**src/rtl/hazard_stall_controller_pkg.sv**
```systemverilog
// Shared types and constants for the hazard stall controller.
package hazard_pkg;

    localparam int unsigned REG_W = 5;
    localparam int unsigned PERF_W = 32;
    localparam logic [REG_W-1:0] REG_ZERO = REG_W'(0);

    localparam int unsigned DEF_LOAD_USE_CYCLES = 1;
    localparam int unsigned DEF_BR_ALU_CYCLES = 1;
    localparam int unsigned DEF_BR_LOAD_CYCLES = 2;
    // A branch/jr on a load sitting in MEM always needs exactly one cycle.
    localparam int unsigned BR_MEM_CYCLES = 1;

    typedef enum logic [1:0] {
        ST_RUN    = 2'd0,
        ST_STALL  = 2'd1,
        ST_FREEZE = 2'd2
    } state_e;

    function automatic int unsigned max_u(input int unsigned a, input int unsigned b);
        return (a > b) ? a : b;
    endfunction

endpackage

```
**src/rtl/hazard_stall_controller_if.sv**
```systemverilog
// Pipeline-side bundle between the ID stage and the hazard stall controller.
interface hazard_stall_controller_if;
    import hazard_pkg::*;

    logic [REG_W-1:0]  ID_Rs;
    logic [REG_W-1:0]  ID_Rt;
    logic              ID_UsesRt;
    logic              ID_Branch;
    logic              ID_Jr;
    logic              ID_Jump;
    logic              BranchTaken;
    logic              EX_RegWrite;
    logic              EX_MemRead;
    logic [REG_W-1:0]  EX_WriteReg;
    logic              MEM_MemRead;
    logic [REG_W-1:0]  MEM_WriteReg;
    logic              MemBusy;

    logic              PCWrite;
    logic              IFIDWrite;
    logic              IFIDFlush;
    logic              ControlMuxSignal;
    logic              PipeFreeze;
    logic [PERF_W-1:0] StallCycles;
    logic [PERF_W-1:0] FlushCount;

    // Pipeline side: supplies instruction/stage info, consumes enables.
    modport master (
        output ID_Rs, ID_Rt, ID_UsesRt, ID_Branch, ID_Jr, ID_Jump, BranchTaken,
               EX_RegWrite, EX_MemRead, EX_WriteReg, MEM_MemRead, MEM_WriteReg, MemBusy,
        input  PCWrite, IFIDWrite, IFIDFlush, ControlMuxSignal, PipeFreeze,
               StallCycles, FlushCount
    );

    // Controller side.
    modport slave (
        input  ID_Rs, ID_Rt, ID_UsesRt, ID_Branch, ID_Jr, ID_Jump, BranchTaken,
               EX_RegWrite, EX_MemRead, EX_WriteReg, MEM_MemRead, MEM_WriteReg, MemBusy,
        output PCWrite, IFIDWrite, IFIDFlush, ControlMuxSignal, PipeFreeze,
               StallCycles, FlushCount
    );

endinterface

```
**src/rtl/hazard_stall_controller_detect.sv**
```systemverilog
// Combinational hazard detection: flags LU/BRA/BRL/BRM and the stall length N.
module hazard_detect
    import hazard_pkg::*;
#(
    parameter int unsigned LOAD_USE_CYCLES = DEF_LOAD_USE_CYCLES,
    parameter int unsigned BR_ALU_CYCLES   = DEF_BR_ALU_CYCLES,
    parameter int unsigned BR_LOAD_CYCLES  = DEF_BR_LOAD_CYCLES,
    parameter int unsigned CNT_W           = 2
) (
    input  logic [REG_W-1:0] id_rs_i,
    input  logic [REG_W-1:0] id_rt_i,
    input  logic             id_uses_rt_i,
    input  logic             id_branch_i,
    input  logic             id_jr_i,
    input  logic             ex_reg_write_i,
    input  logic             ex_mem_read_i,
    input  logic [REG_W-1:0] ex_write_reg_i,
    input  logic             mem_mem_read_i,
    input  logic [REG_W-1:0] mem_write_reg_i,
    output logic             hazard_o,
    output logic [CNT_W-1:0] cycles_o
);

    logic        ex_match;
    logic        mem_match;
    logic        br_op;
    logic        lu;
    logic        bra;
    logic        brl;
    logic        brm;
    int unsigned need;

    // $zero is never a real producer, so it never matches.
    assign ex_match  = (ex_write_reg_i != REG_ZERO) &&
                       ((ex_write_reg_i == id_rs_i) || (id_uses_rt_i && (ex_write_reg_i == id_rt_i)));
    assign mem_match = (mem_write_reg_i != REG_ZERO) &&
                       ((mem_write_reg_i == id_rs_i) || (id_uses_rt_i && (mem_write_reg_i == id_rt_i)));
    assign br_op     = id_branch_i | id_jr_i;

    assign lu  = ex_mem_read_i && ex_match;
    assign bra = br_op && ex_reg_write_i && !ex_mem_read_i && ex_match;
    assign brl = br_op && ex_mem_read_i && ex_match;
    assign brm = br_op && mem_mem_read_i && mem_match;

    // Longest stall demanded by any active hazard.
    always_comb begin
        need = 32'd0;
        if (lu)  need = max_u(need, LOAD_USE_CYCLES);
        if (bra) need = max_u(need, BR_ALU_CYCLES);
        if (brl) need = max_u(need, BR_LOAD_CYCLES);
        if (brm) need = max_u(need, BR_MEM_CYCLES);
    end

    assign hazard_o = lu | bra | brl | brm;
    assign cycles_o = CNT_W'(need);

endmodule

```
**src/rtl/hazard_stall_controller.sv**
```systemverilog
// Hazard stall sequencer for the 5-stage core: stalls, IF/ID flushes and memory freeze.
// Optional perf counters enabled by defining HAZARD_PERF_CNT_EN.
module hazard_stall_controller
    import hazard_pkg::*;
#(
    parameter int unsigned LOAD_USE_CYCLES = DEF_LOAD_USE_CYCLES,
    parameter int unsigned BR_ALU_CYCLES   = DEF_BR_ALU_CYCLES,
    parameter int unsigned BR_LOAD_CYCLES  = DEF_BR_LOAD_CYCLES
) (
    input  logic                      Clk,
    input  logic                      Rst,
    hazard_stall_controller_if.slave  hz
);

    localparam int unsigned MAX_CYCLES = max_u(max_u(LOAD_USE_CYCLES, BR_ALU_CYCLES),
                                               max_u(BR_LOAD_CYCLES, BR_MEM_CYCLES));
    localparam int unsigned CNT_W = $clog2(MAX_CYCLES + 1);

    state_e           state_q;
    state_e           saved_q;
    state_e           eff_state;
    logic [CNT_W-1:0] cnt_q;
    logic             hazard;
    logic [CNT_W-1:0] need_cycles;
    logic             flush_req;
    logic             pc_write;
    logic             ifid_write;
    logic             ifid_flush;
    logic             ctrl_pass;
    logic             pipe_freeze;

    hazard_detect #(
        .LOAD_USE_CYCLES (LOAD_USE_CYCLES),
        .BR_ALU_CYCLES   (BR_ALU_CYCLES),
        .BR_LOAD_CYCLES  (BR_LOAD_CYCLES),
        .CNT_W           (CNT_W)
    ) u_detect (
        .id_rs_i         (hz.ID_Rs),
        .id_rt_i         (hz.ID_Rt),
        .id_uses_rt_i    (hz.ID_UsesRt),
        .id_branch_i     (hz.ID_Branch),
        .id_jr_i         (hz.ID_Jr),
        .ex_reg_write_i  (hz.EX_RegWrite),
        .ex_mem_read_i   (hz.EX_MemRead),
        .ex_write_reg_i  (hz.EX_WriteReg),
        .mem_mem_read_i  (hz.MEM_MemRead),
        .mem_write_reg_i (hz.MEM_WriteReg),
        .hazard_o        (hazard),
        .cycles_o        (need_cycles)
    );

    // Once memory is ready again, the state that was frozen resumes this cycle.
    assign eff_state = (state_q == ST_FREEZE) ? saved_q : state_q;
    assign flush_req = (hz.ID_Branch && hz.BranchTaken) || hz.ID_Jump || hz.ID_Jr;

    // Sequencer: freeze save/restore, stall entry and stall countdown.
    always_ff @(posedge Clk) begin
        if (Rst) begin
            state_q <= ST_RUN;
            saved_q <= ST_RUN;
            cnt_q   <= '0;
        end else if (hz.MemBusy) begin
            // cnt is simply held while frozen, so only the state needs saving.
            if (state_q != ST_FREEZE) begin
                saved_q <= state_q;
            end
            state_q <= ST_FREEZE;
        end else begin
            case (eff_state)
                ST_STALL: begin
                    if (cnt_q <= CNT_W'(1)) begin
                        state_q <= ST_RUN;
                        cnt_q   <= '0;
                    end else begin
                        state_q <= ST_STALL;
                        cnt_q   <= cnt_q - CNT_W'(1);
                    end
                end
                default: begin
                    if (hazard && (need_cycles > CNT_W'(1))) begin
                        state_q <= ST_STALL;
                        cnt_q   <= need_cycles - CNT_W'(1);
                    end else begin
                        state_q <= ST_RUN;
                    end
                end
            endcase
        end
    end

    // Pipeline controls; priority is reset > memory busy > stall > flush.
    always_comb begin
        pc_write    = 1'b1;
        ifid_write  = 1'b1;
        ifid_flush  = 1'b0;
        ctrl_pass   = 1'b1;
        pipe_freeze = 1'b0;
        if (Rst) begin
            pc_write   = 1'b0;
            ifid_write = 1'b0;
            ctrl_pass  = 1'b0;
            ifid_flush = 1'b1;
        end else if (hz.MemBusy) begin
            pipe_freeze = 1'b1;
            pc_write    = 1'b0;
            ifid_write  = 1'b0;
        end else if ((eff_state == ST_STALL) || hazard) begin
            pc_write   = 1'b0;
            ifid_write = 1'b0;
            ctrl_pass  = 1'b0;
        end else if (flush_req) begin
            ifid_flush = 1'b1;
        end
    end

    assign hz.PCWrite          = pc_write;
    assign hz.IFIDWrite        = ifid_write;
    assign hz.IFIDFlush        = ifid_flush;
    assign hz.ControlMuxSignal = ctrl_pass;
    assign hz.PipeFreeze       = pipe_freeze;

`ifdef HAZARD_PERF_CNT_EN
    logic [PERF_W-1:0] stall_cycles_q;
    logic [PERF_W-1:0] flush_count_q;

    // Bubble-cycle and flush-pulse counters, free-running with natural wrap.
    always_ff @(posedge Clk) begin
        if (Rst) begin
            stall_cycles_q <= '0;
            flush_count_q  <= '0;
        end else begin
            if (!ctrl_pass) begin
                stall_cycles_q <= stall_cycles_q + PERF_W'(1);
            end
            if (ifid_flush) begin
                flush_count_q <= flush_count_q + PERF_W'(1);
            end
        end
    end

    assign hz.StallCycles = stall_cycles_q;
    assign hz.FlushCount  = flush_count_q;
`else
    assign hz.StallCycles = 32'd0;
    assign hz.FlushCount  = 32'd0;
`endif

endmodule

```
**src/flat_wrapper.sv**
```systemverilog
// flat-port wrapper written by rule: the top's interface ports become plain ports
module hazard_stall_controller_flat import hazard_pkg::*;
#(
    parameter int unsigned LOAD_USE_CYCLES = DEF_LOAD_USE_CYCLES,
    parameter int unsigned BR_ALU_CYCLES   = DEF_BR_ALU_CYCLES,
    parameter int unsigned BR_LOAD_CYCLES  = DEF_BR_LOAD_CYCLES
)
  (Clk, Rst, hz_ID_Rs, hz_ID_Rt, hz_ID_UsesRt, hz_ID_Branch, hz_ID_Jr, hz_ID_Jump, hz_BranchTaken, hz_EX_RegWrite, hz_EX_MemRead, hz_EX_WriteReg, hz_MEM_MemRead, hz_MEM_WriteReg, hz_MemBusy, hz_PCWrite, hz_IFIDWrite, hz_IFIDFlush, hz_ControlMuxSignal, hz_PipeFreeze, hz_StallCycles, hz_FlushCount);
  hazard_stall_controller_if hz_i ();
  input  logic Clk;
  input  logic Rst;
  input wire logic [$bits(hz_i.ID_Rs)-1:0] hz_ID_Rs;
  input wire logic [$bits(hz_i.ID_Rt)-1:0] hz_ID_Rt;
  input wire logic [$bits(hz_i.ID_UsesRt)-1:0] hz_ID_UsesRt;
  input wire logic [$bits(hz_i.ID_Branch)-1:0] hz_ID_Branch;
  input wire logic [$bits(hz_i.ID_Jr)-1:0] hz_ID_Jr;
  input wire logic [$bits(hz_i.ID_Jump)-1:0] hz_ID_Jump;
  input wire logic [$bits(hz_i.BranchTaken)-1:0] hz_BranchTaken;
  input wire logic [$bits(hz_i.EX_RegWrite)-1:0] hz_EX_RegWrite;
  input wire logic [$bits(hz_i.EX_MemRead)-1:0] hz_EX_MemRead;
  input wire logic [$bits(hz_i.EX_WriteReg)-1:0] hz_EX_WriteReg;
  input wire logic [$bits(hz_i.MEM_MemRead)-1:0] hz_MEM_MemRead;
  input wire logic [$bits(hz_i.MEM_WriteReg)-1:0] hz_MEM_WriteReg;
  input wire logic [$bits(hz_i.MemBusy)-1:0] hz_MemBusy;
  output wire logic [$bits(hz_i.PCWrite)-1:0] hz_PCWrite;
  output wire logic [$bits(hz_i.IFIDWrite)-1:0] hz_IFIDWrite;
  output wire logic [$bits(hz_i.IFIDFlush)-1:0] hz_IFIDFlush;
  output wire logic [$bits(hz_i.ControlMuxSignal)-1:0] hz_ControlMuxSignal;
  output wire logic [$bits(hz_i.PipeFreeze)-1:0] hz_PipeFreeze;
  output wire logic [$bits(hz_i.StallCycles)-1:0] hz_StallCycles;
  output wire logic [$bits(hz_i.FlushCount)-1:0] hz_FlushCount;
  assign hz_i.ID_Rs = hz_ID_Rs;
  assign hz_i.ID_Rt = hz_ID_Rt;
  assign hz_i.ID_UsesRt = hz_ID_UsesRt;
  assign hz_i.ID_Branch = hz_ID_Branch;
  assign hz_i.ID_Jr = hz_ID_Jr;
  assign hz_i.ID_Jump = hz_ID_Jump;
  assign hz_i.BranchTaken = hz_BranchTaken;
  assign hz_i.EX_RegWrite = hz_EX_RegWrite;
  assign hz_i.EX_MemRead = hz_EX_MemRead;
  assign hz_i.EX_WriteReg = hz_EX_WriteReg;
  assign hz_i.MEM_MemRead = hz_MEM_MemRead;
  assign hz_i.MEM_WriteReg = hz_MEM_WriteReg;
  assign hz_i.MemBusy = hz_MemBusy;
  assign hz_PCWrite = hz_i.PCWrite;
  assign hz_IFIDWrite = hz_i.IFIDWrite;
  assign hz_IFIDFlush = hz_i.IFIDFlush;
  assign hz_ControlMuxSignal = hz_i.ControlMuxSignal;
  assign hz_PipeFreeze = hz_i.PipeFreeze;
  assign hz_StallCycles = hz_i.StallCycles;
  assign hz_FlushCount = hz_i.FlushCount;
  hazard_stall_controller #(.LOAD_USE_CYCLES(LOAD_USE_CYCLES), .BR_ALU_CYCLES(BR_ALU_CYCLES), .BR_LOAD_CYCLES(BR_LOAD_CYCLES)) u_core (.Clk(Clk), .Rst(Rst), .hz(hz_i));
endmodule
```
**config.mk**
```make
export PLATFORM = sky130hd
export DESIGN_NAME = hazard_stall_controller_flat
export DESIGN_NICKNAME = d
export VERILOG_FILES = /design/src/rtl/hazard_stall_controller_pkg.sv /design/src/rtl/hazard_stall_controller_if.sv /design/src/rtl/hazard_stall_controller_detect.sv /design/src/rtl/hazard_stall_controller.sv /design/src/flat_wrapper.sv
export SDC_FILE = /design/constraint.sdc
export NUM_CORES = 1
export LEC_CHECK = 0
export CORE_UTILIZATION = 35
export CTS_CLUSTER_SIZE = 40
export DETAILED_ROUTE_END_ITERATION = 8
export GPL_ROUTABILITY_DRIVEN = 0
export HOLD_SLACK_MARGIN = 0.02
export PLACE_DENSITY = 0.86
export SLEW_MARGIN = 20
export SYNTH_ARGS = -nofsm -noshare
export SYNTH_HDL_FRONTEND = slang
export SYNTH_HIERARCHICAL = 1
export SYNTH_SLANG_ARGS = --single-unit
```
**constraint.sdc**
```tcl
create_clock -name Clk -period 10.55 [get_ports Clk]
set_input_delay 3.165 -clock Clk [delete_from_list [all_inputs] [get_ports Clk]]
set_output_delay 3.165 -clock Clk [all_outputs]
set_load 0.005 [all_outputs]
```
Word level (Yosys, flattened, before mapping)

Index checks and enable logic that the tools add are counted.

Flip-flop bits (word level): 6
Input port bits: 31

Add/sub/neg operators: 2
Order comparisons: 5
Equal/unequal tests: 7
Muxes and demuxes: 26
Bitwise gates (word level): 5
Reductions and logical operators: 26

Operator list:

| cell                  | count |
|---|---|
| $mux W32              | 4 |
| $gt A32 B1 Y1 const B | 2 |
| $gt A32 B2 Y1 const B | 1 |
| $eq A5 B5 Y1          | 4 |
| $mux W2               | 8 |
| $logic_and A1 B1 Y1   | 14 |
| $mux W1               | 14 |
| $reduce_bool A5 Y1    | 2 |
| $logic_or A1 B1 Y1    | 5 |
| $or A1 B1 Y1          | 4 |
| $reduce_and A2 Y1     | 2 |
| $sub A2 B1 Y2 const B | 2 |
| $eq A2 B1 Y1 const B  | 1 |
| $eq A2 B2 Y1 const B  | 1 |
| $gt A2 B1 Y1 const B  | 1 |
| $le A2 B1 Y1 const B  | 1 |
| $ne A2 B2 Y1 const B  | 1 |
| $reduce_bool A2 Y1    | 1 |
| $reduce_or A2 Y1      | 1 |
| $logic_not A1 Y1      | 1 |
| $not A1 Y1            | 1 |

Longest topological paths before layout

Gate-level depths: netlist of the first run.

Depth after elaboration: 20
Mapped depth: 11
Mapped depth without buffers: 11

Cells and area by module

The synthesis of the first run kept the hierarchy.

Modules (own cells, without submodules):

| module                  | times used | cells an instance | area each (um^2) |
|---|---|---|---|
| hazard_stall_controller | 1          | 108               | 889.6 |
| hazard_detect           | 1          | 43                | 316.6 |

Least setup slack after synthesis of the first run

OpenSTA, ideal clock, no wires.

Path type: input port to output port
Start point: in hz_MEM_WriteReg[0]
End point: out hz_PCWrite
Arrival: 4.593 ns
Slack: 2.792 ns
Cell stages on the path: 5
Buffers on the path: 1
Path through: or4_1 > o2111ai_2 > nand2_1 > nor4_1 > buf_4

Longest elaborated chain between the ends: 10

Ends and longest elaborated chain:

| item                    | RTL line                             | text |
|---|---|---|
| start: declaration      | flat_wrapper.sv:23                   | `input wire logic [$bits(hz_i.MEM_WriteReg)-1:0] hz_MEM_WriteReg;` |
| $eq A5 B5 Y1            | hazard_stall_controller_detect.sv:37 | `((mem_write_reg_i == id_rs_i) \|\| (id_uses_rt_i && (mem_write_reg_i == id_rt_i)));` |
| $logic_and A1 B1 Y1     | hazard_stall_controller_detect.sv:37 |  |
| $logic_or A1 B1 Y1      | hazard_stall_controller_detect.sv:37 |  |
| $logic_and A1 B1 Y1 *   | hazard_stall_controller_detect.sv:36 | `assign mem_match = (mem_write_reg_i != REG_ZERO) &&` |
| $logic_and A1 B1 Y1 *   | hazard_stall_controller_detect.sv:43 | `assign brm = br_op && mem_mem_read_i && mem_match;` |
| $or A1 B1 Y1 *          | hazard_stall_controller_detect.sv:54 | `assign hazard_o = lu \| bra \| brl \| brm;` |
| named net u_core.hazard | hazard_stall_controller.sv:23        | `logic hazard;` |
| $logic_or A1 B1 Y1 *    | hazard_stall_controller.sv:107       | `end else if ((eff_state == ST_STALL) \|\| hazard) begin` |
| $mux W1 * (3 in series) | -                                    |  |
| end: declaration        | flat_wrapper.sv:25                   | `output wire logic [$bits(hz_i.PCWrite)-1:0] hz_PCWrite;` |

Mark *: on every way through the listed nets, which the timed path passes. The rest lies on a longest branch.

Worst setup path after layout of the first run

Start point: in hz_EX_WriteReg[3]
End point: out hz_ControlMuxSignal

Longest elaborated chain between the ends: 12

Ends and longest elaborated chain:

| item                                   | RTL line                                                                   | text |
|---|---|---|
| start: declaration                     | flat_wrapper.sv:21                                                         | `input wire logic [$bits(hz_i.EX_WriteReg)-1:0] hz_EX_WriteReg;` |
| $eq A5 B5 Y1                           | hazard_stall_controller_detect.sv:35                                       | `((ex_write_reg_i == id_rs_i) \|\| (id_uses_rt_i && (ex_write_reg_i == id_rt_i)));` |
| $logic_and A1 B1 Y1                    | hazard_stall_controller_detect.sv:35                                       |  |
| $logic_or A1 B1 Y1                     | hazard_stall_controller_detect.sv:35                                       |  |
| $logic_and A1 B1 Y1 *                  | hazard_stall_controller_detect.sv:34                                       | `assign ex_match = (ex_write_reg_i != REG_ZERO) &&` |
| $logic_and A1 B1 Y1 (on tied branches) | hazard_stall_controller_detect.sv:40, hazard_stall_controller_detect.sv:41 |  |
| $or A1 B1 Y1                           | hazard_stall_controller_detect.sv:54                                       |  |
| $or A1 B1 Y1 * (2 in series)           | hazard_stall_controller_detect.sv:54                                       |  |
| named net u_core.hazard                | hazard_stall_controller.sv:23                                              |  |
| $logic_or A1 B1 Y1 *                   | hazard_stall_controller.sv:107                                             |  |
| $mux W1 *                              | hazard_stall_controller.sv:107                                             |  |
| $mux W1 *                              | hazard_stall_controller.sv:103                                             | `end else if (hz.MemBusy) begin` |
| $mux W1 *                              | hazard_stall_controller.sv:98                                              | `if (Rst) begin` |
| end: declaration                       | flat_wrapper.sv:28                                                         | `output wire logic [$bits(hz_i.ControlMuxSignal)-1:0] hz_ControlMuxSignal;` |

Marked as above.

==> summary.txt, run 1 <==
Run status
  • Outcome: completed

Floorplanning
  • Starting density of the core: 38.3%
  • I/O Pins: 100
  • Vert. Die Dim: 60.7 um
  • Site Rows: 20
  • Core ar.: 3150 sq um
  • Die area: 3690 sq um
  • Die W: 60.7 um

Drt
  • Vias/cell: 3.85
  • Routed len/inst: 9.11 um
  • Vias: 878
  • 1st-iter DRT viols: 25
  • Drt first pass iters: 4
  • Final ANT Viol Nets: 0
  • DR DRC count: 0
  • Routed wire length: 2080 um

Logic synthesis
  • Most used DFF post-synth: dfxtp_1
  • Synth Area per Inst: 7.99 sq um
  • Syn Std Cell Area: 1210 sq um
  • Cell count after synthesis: 151
  • Register area share after synthesis: 9.96%
  • Post-synth EDFFs: 0
  • YS warnings: 6
  • Top cell type's share of synthesized area: 40.5%
  • Yosys cell types: 34
  • Most instantiated cells after synthesis: 65 x buf_4, 20 x xnor2_1, 8 x nand2_1
  • Most common cell in the netlist: buf_4
  • Async SR Flop Fraction: 0%
  • Area leader, netlist: buf_4
  • Synthesized flop and latch total: 6
  • Largest cells by area after synthesis: buf_4 40%, xnor2_1 15%, dfxtp_1 10%, nor4bb_4 4.1%, nand2_1 2.5%

Global routing
  • Global Route met3 Usage: 1.07%
  • GRT busiest layer: met2
  • Antenna violations before repair: 0
  • Met1 global-route usage: 11.8%
  • Number of global-route vias before repair: 746
  • First-pass GRT wire length: 3140 um
  • Largest net degree at the start of global routing: 11
  • Met2 usage: 22.6%
  • Tot GR Track Use: 11.3%
  • Total gr overflow: 0

Timing
  • Setup TNS Final: 0 ns
  • Max-slew violation count: 0
  • Final Hold Viols: 0
  • Setup Viol. Count Final: 0
  • FMAX: 0.113 GHz
  • Final period util: 83.6%
  • Final worst path period need: 8.82 ns
  • Worst Skew: 0.00229 ns
  • RSZ-0062 raised after global routing: false

CTS
  • Clock Latency Late Sink: 0.24 ns
  • Clk buf depth: 2
  • Setup Fix Bufs, Post-CTS: 0
  • CTS buffer count: 3
  • CTS Sinks: 6
  • H-tree Lvls: 1
  • CTS tree: built
  • Hold_buf cts: 0
  • Post-CTS sizing: 0
  • Reg clk slew, reported paths: 0.04 ns
  • Clock tree root driver cell: clkbuf_4

Finish
  • Core Util, Final: 43.0%
  • Final Cell Area: 1360 sq um
  • N_diodes: 0
  • Fill count: 329
  • Layout area overhead: 12.4%
  • Sequential Area: 120 sq um
  • Total Nets Final: 218
  • Area of the multi-input gates: 790 sq um
  • Layout cells sized above 1: 6.52%

Critical path
  • CP Capture Type: output port
  • Crit path DAT: 5.65 ns
  • CP Launch Type: input pin
  • CP max FO: 4
  • Worst EP required: 7.39 ns
  • Worst setup path class: in2out
  • R2R setup slack: 9.15 ns

Placed design
  • Detailed placer's ending HPWL: 1860 um
  • Area post-placement: 1330 sq um
  • PortBufs: 35

Worst hold path
  • Hold Path Class: reg2reg

Power
  • Total Power: 0.0826 mW
  • Power Dens Cells: 60.9 nW/um^2
  • Pleak: 0.568 nW
  • Worst VDD drop: 0.0000140 V

Job
  • Max Cap Violations: 0
==> worst max-delay path: stages <==
cell and delay [ns]:
clkdlybuf4s50_1 0.47, or4_4 0.57, nor2_1 0.10, nor2_1 0.05, nand2_1 0.09, nand2_1 0.12, or3_1 0.40, a21oi_1 0.15
clkdlybuf4s50_1 0.53
==> cell type report <==
type	count	share of cell area (%)
multi-input combinational	135	58.2
timing repair buffer	35	25.8
sequential	6	8.86
tap	44	4.06
clock buffer	3	1.66
inverter	5	1.38
==> layout by cell type (no fill, tap or decap), drive strengths merged, types with 3 or more instances in the layout <==
cell type      instances
clkbuf                 3
or3                    3
dfxtp                  6
inv                    5
a21oi                  4
xnor2                 20
nand2                  8
clkdlybuf4s50         35
a211oi                 3
nor2                   7
conb                  64
==> flip-flops by register name, indices dropped and copies added (netlist names) <==
name            count
u_core/cnt_q        2
u_core/saved_q      2
u_core/state_q      2
==> metal layers <==
metal | vias to the layer above | wire (um) | share of wire [%]
met5 | - | 0 | 0
met4 | 0 | 14 | 0.67
met3 | 2 | 151 | 7.3
met2 | 47 | 1150 | 56
met1 | 388 | 756 | 36
li1 | 441 | - | -
==> power breakdown <==
part | switching, mW | total, mW | internal (mW) | leakage (nW)
Clock | 0.00825 | 0.0211 | 0.0129 | 0.0138
Sequential | 0.000203 | 0.0232 | 0.0230 | 0.0486
Combinational | 0.0180 | 0.0383 | 0.0203 | 0.506
==> per-stage QoR <==
stage          std cells  hold slack [ns]  setup WS, ns
2_1_floorplan        214            0.463          2.79
3_3_place_gp         225            0.472          1.76
3_5_place_dp         225            0.482          1.74
4_1_cts              228            0.490          1.73
5_1_grt              228            0.518          1.64
6_report             228            0.492          1.73
==> path summary, 6_finish.rpt <==
kind	from	to	depth (start not counted)
worst max-delay path	hz_EX_WriteReg[3]	hz_ControlMuxSignal	9
worst max register to register	u_core/state_q[0]$_SDFF_PP0_	u_core/cnt_q[0]$_SDFFE_PP0P_	4
worst min register to register	u_core/cnt_q[0]$_SDFFE_PP0P_	u_core/cnt_q[0]$_SDFFE_PP0P_	2
worst min-delay path	u_core/cnt_q[0]$_SDFFE_PP0P_	u_core/cnt_q[0]$_SDFFE_PP0P_	2
==> cells by family after synthesis <==
kind of cell,after synthesis,synth area share (%)
AND/OR/NAND/NOR,32,17.0
buffers and inverters,73,44.2
AO/OA/AOI/OAI,17,12.1
multiplexers,1,0.830
other,1,0.311
flip-flops,6,9.96
adder cells (fa/ha/maj),1,1.04
XOR/XNOR,20,14.5
Note: power is estimated with default switching activity, not from simulation.
==> run 2, diff against run 1 <==
CORE_UTILIZATION = 33   (was 35)
PLACE_DENSITY = 0.82   (was 0.86)
clock period = 8.35 ns   (was 10.55 ns; I/O delays follow)
==> run 2 against run 1 <==
Sequential share of layout area barely moved. Die area rose by 5.8%. Sequential cell count unchanged. First-iteration DRC count is 16% higher. Cell area up 0.18%.
==> summary.txt, run 2 (synthesized netlist as in run 1, its figures left out) <==
Finish
  • Total Nets Final: 218 (unchanged)
  • Commonest non-fill, non-tap cell in the layout: conb_1
  • Core Util, Final: 39.8% (-3.2 points)
  • Final Cell Area: 1360 sq um (+0.18%)
  • Biggest regs: u_core/cnt_q (2), u_core/saved_q (2), u_core/state_q (2)
  • N_diodes: 0 (unchanged)
  • Fill count: 379 (+15%)
  • Most frequent cells in the layout: 64 x conb_1, 35 x clkdlybuf4s50_1, 20 x xnor2_1, 8 x nand2_1, 7 x nor2_1
  • Layout area overhead: 12.7%
  • Layout cells sized above 1: 6.52% (unchanged)

Global routing
  • Largest net degree at the start of global routing: 11 (unchanged)
  • Number of global-route vias before repair: 756 (+1.3%)
  • GRT busiest layer: met2
  • Global Route met3 Usage: 2.74% (+1.7 points)
  • Met1 global-route usage: 12.4% (+0.55 points)
  • Met2 usage: 17.5% (-5.1 points)
  • First-pass GRT wire length: 3310 um (+5.5%)
  • Tot GR Track Use: 10.3% (-1.0 points)
  • Antenna violations before repair: 0 (unchanged)
  • Total gr overflow: 0 (unchanged)

Drt
  • Routed wire length: 2110 um (+1.7%)
  • Final ANT Viol Nets: 0 (unchanged)
  • Vias/cell: 3.81 (-1.1%)
  • Routed len/inst: 9.18 um (+0.85%)
  • DR DRC count: 0 (unchanged)
  • Vias: 876 (-0.23%)
  • Drt first pass iters: 4 (unchanged)
  • 1st-iter DRT viols: 29 (+16%)

Critical path
  • CP Capture Type: output port
  • CP max FO: 4 (unchanged)
  • CP Launch Type: input pin
  • Crit path DAT: 5.02 ns (-0.63 ns)
  • Worst setup path class: in2out
  • Worst EP required: 5.85 ns (-1.54 ns)

Timing
  • Final period util: 90.1%
  • Setup TNS Final: 0 ns (unchanged)
  • Final worst path period need: 7.53 ns
  • Worst Skew: 0.00149 ns (-0.000805 ns)
  • FMAX: 0.133 GHz
  • Min Hold Slack: 0.499 ns (+0.00731 ns)
  • Max-slew violation count: 0 (unchanged)
  • RSZ-0062 raised after global routing: false
  • Setup Viol. Count Final: 0 (unchanged)
  • Final Hold Viols: 0 (unchanged)

Power
  • Pint: 0.0709 mW (+26%)
  • Total Power: 0.103 mW (+25%)
  • Comb power frac: 46.7% (+0.3 points)
  • Worst VDD drop: 0.0000300 V (+120%)
  • Clock network fraction of total power: 25.0% (-0.6 points)
  • Power Dens Cells: 76.1 nW/um^2 (+25%)
  • Sw Pwr: 0.0325 mW (+23%)
  • Sw Share: 31.4% (-0.60 points)
  • Sequential power share: 28.4% (+0.3 points)
  • Pleak: 0.568 nW (unchanged)

CTS
  • Setup Fix Bufs, Post-CTS: 0 (unchanged)
  • CTS buffer count: 3 (unchanged)
  • Hold_buf cts: 0 (unchanged)
  • H-tree Lvls: 1 (unchanged)
  • Reg clk slew, reported paths: 0.04 ns (about the same)
  • Clk buf depth: 2 (unchanged)
  • Clock tree root driver cell: clkbuf_4
  • Clock Latency Late Sink: 0.24 ns (about the same)
  • CTS tree: built
  • Post-CTS sizing: 0 (unchanged)
  • CTS Sinks: 6 (unchanged)

Placed design
  • Detailed placer's ending HPWL: 1820 um (-2.2%)
  • Area post-placement: 1340 sq um (+0.19%)
  • PortBufs: 35 (unchanged)

Job
  • Max Cap Violations: 0 (unchanged)

Run status
  • Outcome: completed

Floorplanning
  • Die W: 62.5 um (+2.9%)
  • Core ar.: 3420 sq um (+8.3%)
  • I/O Pins: 100 (unchanged)
  • Vert. Die Dim: 62.5 um (+2.9%)
  • Die area: 3900 sq um (+5.8%)
  • Starting density of the core: 35.3% (-2.9 points)
  • Site Rows: 21 (+5.0%)

Worst hold path
  • Hold Path Class: reg2reg
-- run 2: layout make-up --
class / count / area [sq um] / share of cell area [%]
clock buffer: 3 / 22.5 / 1.66
inverter: 5 / 18.8 / 1.38
multi-input combinational: 135 / 790 / 58.1
sequential: 6 / 120 / 8.84
tap: 46 / 57.6 / 4.24
timing repair buffer: 35 / 350 / 25.8
-- run 2: per-layer routing --
layer | wire [um] | up-vias | share of wire (%)
li1 | - | 441 | -
met1 | 829 | 384 | 39
met2 | 1070 | 49 | 50
met3 | 205 | 2 | 9.7
met4 | 10 | 0 | 0.47
met5 | 0 | - | 0
-- run 2: critical path, cell delays in order --
cell and delay (ns):
clkdlybuf4s50_1 0.48, or4_4 0.57, nor2_1 0.10, nor2_1 0.04, nand2_1 0.10, nand2_1 0.13, or3_1 0.40, a21oi_1 0.17
clkdlybuf4s50_1 0.53
-- run 2: final timing paths --
path | startpoint | slack (ns) | endpoint | depth (start not counted)
hold / removal | u_core/cnt_q[0]$_SDFFE_PP0P_ | 0.50 | u_core/cnt_q[0]$_SDFFE_PP0P_ | 2
setup reg to reg | u_core/state_q[0]$_SDFF_PP0_ | 6.92 | u_core/cnt_q[0]$_SDFFE_PP0P_ | 4
hold reg to reg | u_core/cnt_q[0]$_SDFFE_PP0P_ | 0.50 | u_core/cnt_q[0]$_SDFFE_PP0P_ | 2
setup / recovery | hz_EX_WriteReg[3] | 0.82 | hz_ControlMuxSignal | 9
-- run 2: per-stage QoR --
| step | worst slack (ns) | instances |
|---|---|---|
| after floorplan | 1.91 | 214 |
| after global placement | 0.814 | 227 |
| after detailed placement | 0.808 | 227 |
| after CTS | 0.806 | 230 |
| after global routing | 0.686 | 230 |
| final | 0.823 | 230 |
-- run 2: power by group through the flow --
stage	clock, mW	combinational [mW]	sequential (mW)
finish	0.0258	0.0482	0.0293
detailed placement	0	0.0478	0.0298
CTS	0.0273	0.0481	0.0293
floorplan	0	0.0471	0.0297
global route	0.0289	0.0533	0.0293
global placement	0	0.0476	0.0298
